[config.mk]
export PLATFORM = sky130hd
export DESIGN_NAME = adder_serial_multibyte
export DESIGN_NICKNAME = d
export VERILOG_FILES = /design/src/rtl/adder_serial_multibyte.sv
export SDC_FILE = /design/constraint.sdc
export NUM_CORES = 1
export LEC_CHECK = 0
export CAP_MARGIN = 10
export CORE_MARGIN = 2
export CORE_UTILIZATION = 51
export CTS_CLUSTER_SIZE = 8
export DETAILED_ROUTE_END_ITERATION = 10
export PLACE_DENSITY = 0.86
export SETUP_SLACK_MARGIN = 0.5
export SLEW_MARGIN = 10
export SYNTH_ARGS = -nofsm -noshare
export SYNTH_HDL_FRONTEND = slang
export SYNTH_SLANG_ARGS = --single-unit
[constraint.sdc]
create_clock -name clk -period 5.4 [get_ports clk]
set_clock_uncertainty 0.2 [all_clocks]
set_input_delay 1.08 -clock clk [delete_from_list [all_inputs] [get_ports clk]]
set_output_delay 1.08 -clock clk [all_outputs]
set_load 0.01 [all_outputs]
[src/rtl/adder_serial_multibyte.sv]
// -----------------------------------------------------------------------------
// adder_full_8bit
//   8-bit ripple-carry adder used as the byte-wide datapath of the serial adder.
//   Ports:
//     add   in  8  addend byte
//     aug   in  8  augend byte
//     preC  in  1  carry into bit 0
//     sum   out 8  byte sum
//     proC  out 1  carry out of bit 7
// -----------------------------------------------------------------------------
module adder_full_8bit (
   input  logic [7:0] add,
   input  logic [7:0] aug,
   input  logic       preC,
   output logic [7:0] sum,
   output logic       proC
);

   logic carry_chain;

   always_comb begin
      sum         = '0;
      carry_chain = preC;
      for (int i = 0; i < 8; i++) begin
         sum[i]      = add[i] ^ aug[i] ^ carry_chain;
         carry_chain = (add[i] & aug[i]) | (carry_chain & (add[i] ^ aug[i]));
      end
      proC = carry_chain;
   end

endmodule

// -----------------------------------------------------------------------------
// adder_serial_multibyte
//   Wide adder that processes two NBYTES-byte operands one byte per clock,
//   least significant byte first, through a single adder_full_8bit. The byte
//   carry is held in carry_r between cycles. The result is offered to a
//   consumer through an out_valid/out_ready handshake.
//
//   Ports:
//     clk          in   1  rising-edge clock
//     rst_n        in   1  asynchronous active-low reset
//     start        in   1  operation request, taken only while start_ready=1
//     start_ready  out  1  high in IDLE
//     op_add       in   W  addend, captured on the accept edge
//     op_aug       in   W  augend, captured on the accept edge
//     cin          in   1  carry into byte 0, captured on the accept edge
//     out_valid    out  1  result/cout/ovf valid, held until consumed
//     out_ready    in   1  consumer takes the result on out_valid & out_ready
//     result       out  W  sum modulo 2^W
//     cout         out  1  carry out of the top byte
//     ovf          out  1  two's complement signed overflow
//     busy         out  1  high in RUN
//
//   state | meaning
//   ------+------------------------------------------------------------
//   IDLE  | waiting for start; outputs keep the last result
//   RUN   | one byte added per edge, sum shifted into result from MSB
//   DONE  | out_valid high, result held until out_ready
// -----------------------------------------------------------------------------
module adder_serial_multibyte #(
   parameter int NBYTES = 4
) (
   input  logic                clk,
   input  logic                rst_n,
   input  logic                start,
   output logic                start_ready,
   input  logic [8*NBYTES-1:0] op_add,
   input  logic [8*NBYTES-1:0] op_aug,
   input  logic                cin,
   output logic                out_valid,
   input  logic                out_ready,
   output logic [8*NBYTES-1:0] result,
   output logic                cout,
   output logic                ovf,
   output logic                busy
);

   localparam int W  = 8 * NBYTES;
   localparam int IW = $clog2(NBYTES);
   localparam logic [IW-1:0] LAST_IDX = IW'(NBYTES - 1);
   localparam logic [IW-1:0] IDX_ONE  = IW'(1);

   typedef enum logic [1:0] {
      S_IDLE = 2'd0,
      S_RUN  = 2'd1,
      S_DONE = 2'd2
   } state_t;

   state_t        state;
   logic [W-1:0]  a_sh;
   logic [W-1:0]  b_sh;
   logic          carry_r;
   logic [IW-1:0] idx;

   logic [7:0]    byte_sum;
   logic          byte_carry;

   adder_full_8bit u_byte_adder (
      .add  (a_sh[7:0]),
      .aug  (b_sh[7:0]),
      .preC (carry_r),
      .sum  (byte_sum),
      .proC (byte_carry)
   );

   always_ff @(posedge clk or negedge rst_n) begin
      if (!rst_n) begin
         state       <= S_IDLE;
         a_sh        <= '0;
         b_sh        <= '0;
         carry_r     <= 1'b0;
         idx         <= '0;
         result      <= '0;
         cout        <= 1'b0;
         ovf         <= 1'b0;
         out_valid   <= 1'b0;
         busy        <= 1'b0;
         start_ready <= 1'b1;
      end else begin
         case (state)
            S_IDLE: begin
               if (start) begin
                  a_sh        <= op_add;
                  b_sh        <= op_aug;
                  carry_r     <= cin;
                  idx         <= '0;
                  state       <= S_RUN;
                  busy        <= 1'b1;
                  start_ready <= 1'b0;
               end
            end

            S_RUN: begin
               // After NBYTES shifts the first byte computed sits at the LSB.
               result  <= {byte_sum, result[W-1:8]};
               a_sh    <= {8'h00, a_sh[W-1:8]};
               b_sh    <= {8'h00, b_sh[W-1:8]};
               carry_r <= byte_carry;
               idx     <= idx + IDX_ONE;
               if (idx == LAST_IDX) begin
                  // a_sh/b_sh hold the top operand bytes here, so bit 7 is the sign.
                  cout      <= byte_carry;
                  ovf       <= (a_sh[7] == b_sh[7]) && (byte_sum[7] != a_sh[7]);
                  state     <= S_DONE;
                  busy      <= 1'b0;
                  out_valid <= 1'b1;
               end
            end

            S_DONE: begin
               if (out_ready) begin
                  state       <= S_IDLE;
                  out_valid   <= 1'b0;
                  start_ready <= 1'b1;
               end
            end

            default: begin
               state       <= S_IDLE;
               out_valid   <= 1'b0;
               busy        <= 1'b0;
               start_ready <= 1'b1;
            end
         endcase
      end
   end

endmodule

==> impl_results.md <==
* Status: finished clean
* Max-Cap Viols at 0
* Pin count of the biggest net entering global routing at 69
* CP required at 5480 ps
* Final TNS setup at 0 ps
* Clock-pin slew on the worst setup and hold paths at 100 ps
* Crit start category: register
* Drt total wl at between 10000 and 15000 um
* Detailed placement HPWL at roughly 7700 um
* Cells after synthesis at approximately 390
* Setup bufs post-CTS at 0
* Peak supply drop at 0.337 mV
* CP Class: register to register
* Die Wd at between 100 and 150 um
* Fmax achieved at ~230 MHz
* Leak at 0.00254 uW
* Vias at 3562
* CTS Sinks at 106
* GRT Overall Usage at 0.227
* Count of state elements after synthesis at 106
* CTS Buffer Depth at 2
* Total power at 3970 uW
* # setup viols final at 0
* Hold WS at approximately 300 ps
* Core region area at a little over 0.009 mm2
* Worst r2r src: a_sh[0]
* Worst hold path type: register to register
* Initial core utilization at 0.528
* Slew Viols, Final at 0
* Syn Nets at 465
* Fraction of layout cells with a size suffix above 1 at 0.178
* DRC violations left at 0
* Post-cts resize count at 0
* Least-Margin Pin Slew at 1070 ps
* CTS root buf: clkbuf_8
* Largest fanout on the critical path at 3
* Asr flop ratio synth at 1.00
* Final Non-Filler Cells at slightly above 600
* RSZ-0062 raised after global routing: no
* Initial antenna violation count at 0
* Most common cell after layout, fill and taps aside: dfrtp_1
* Fin crit share at 0.795
* Layout Nets at 551
* CTS tree: done
* Placer Congestion at 0.790
* Highest-count cells in the layout ignoring fill and taps: 105 x dfrtp_1, 104 x clkdlybuf4s50_1, 67 x o22ai_1
* Final min period at 4290 ps
* Wirelength per Cell at 18.1 um
* Global route total overflow at 0
* IO Count at 106
* PortBufs at ~110
* Cell Area, Synth at 0.00490 mm2
* Worst skew pair latency at 380 ps
* Number of hold buffers added after cts at 0
* DRT Pass-1 Iters at 5
* Unique cell type count in the Yosys netlist at 34
* Syn Area/Cell at 12.7 um2
* Area Overhead vs Synth at 23.8%
* First-pass GRT wire length at 18300 um
* # diodes at 0
* Core Rows at 35
* Ys Warns at 0
* Rel. slew slack at 0.289
* Antenna viol nets, final at 0
* DR iter-0 viols at 200
* Hold Vio Cnt, Final at 0
* Vias per cell at 5.88
* Worst Setup SP: a_sh[0]
* Hold_sp: idx[0]
* Power Dens Cells at about 650 mW/mm2
* Number of flops mapped to enable cells by yosys at 0
* H-tree levels at 3
* Die H at 102 um
* Crit end category: register
* Placed cells at 590
* Most used DFF post-synth: dfrtp_1
* Sequential share of the synthesized area at 0.541
* Critical path arrival at 4370 ps
* CTS Buf Count at 9
* Die area at roughly 0.010 mm2
* Vias in the first global route at 3638
-- area by class of cell --
type	count	area, um2
clock buffers	10	128
clock inverters	6	65.1
fillers	733	3210
inverters	10	37.5
multi-input cells	236	1950
flip-flops and latches	106	2650
well taps	129	161
repair buffers	109	1080
-- final timing paths --
kind | endpoint | slack (ps) | cells after the start
setup reg to reg | ovf | 1110 | 13
min in group asynchronous | result[7] | 560 | 1
setup / recovery | ovf | 1110 | 13
max in group asynchronous | b_sh[5] | 3370 | 2
hold / removal | idx[0] | 300 | 1
hold reg to reg | idx[0] | 300 | 1
-- synth_stat cells, types with 2 or more instances --
cell type | n | area share
a21oi_1 | 37 | 0.038
a21oi_2 | 14 | 0.025
a22o_1 | 17 | 0.030
buf_12 | 2 | 0.0082
buf_2 | 9 | 0.0092
buf_4 | 9 | 0.014
buf_6 | 8 | 0.018
clkbuf_1 | 4 | 0.0031
dfrtp_1 | 105 | 0.54
fa_1 | 8 | 0.033
ha_1 | 2 | 0.0051
inv_1 | 9 | 0.0069
mux2_4 | 30 | 0.092
nand2_1 | 7 | 0.0054
nand2b_1 | 2 | 0.0026
nor2_1 | 20 | 0.015
o21ai_0 | 4 | 0.0041
o21ai_1 | 3 | 0.0031
o22ai_1 | 67 | 0.085
o22ai_2 | 14 | 0.036
o31ai_1 | 2 | 0.0031
-- metrics by stage --
step                       util  cell area [um2]  setup slack, ps
after global routing      0.654             6070              908
after detailed placement  0.633             5880             1120
after CTS                 0.654             6070             1090
after floorplan               -             4900             1380
after global placement    0.633             5880             1280
final                     0.654             6070             1110
-- registers in the layout (all words and copies together), names as in the netlist --
register     flops
a_sh            32
b_sh            32
result          32
idx              2
state            2
busy             1
carry_r          1
cout             1
out_valid        1
ovf              1
start_ready      1
-- kinds of logic after synthesis --
kind of cell / after synthesis / synth area share
buf+inv: 44 / 0.0620
xor+xnor: 1 / 0.00179
simple gates: 33 / 0.0329
mux: 30 / 0.0919
compound gates: 162 / 0.232
fa+ha+maj: 10 / 0.0378
flops: 106 / 0.541
-- worst max-delay path, cell delays in order (launching register included) --
cell,delay [ps]
dfrtp_1,420
fa_1,430
inv_1,80
fa_1,170
inv_1,60
fa_1,390
fa_1,410
fa_1,400
fa_1,390
fa_1,360
inv_1,80
fa_1,440
xor2_1,160
o31ai_1,210
-- per-layer routing --
metal | global-route usage | share of wire | up-vias
met1 | 0.301 | 0.42 | 1764
met3 | 0.0513 | 0.062 | 20
met5 | 0 | 0 | -
met2 | 0.374 | 0.49 | 159
li1 | - | - | 1619
met4 | 0.0718 | 0.026 | 0
-- power breakdown --
part,total [uW],switching [uW],leakage (uW),internal [uW]
Sequential,1560,365,0.00126,1190
Combinational,1920,865,0.00119,1060
Clock,490,274,0.0000971,216
Total,3970,1500,0.00254,2470
No activity file was read; power rests on OpenSTA's default activity.
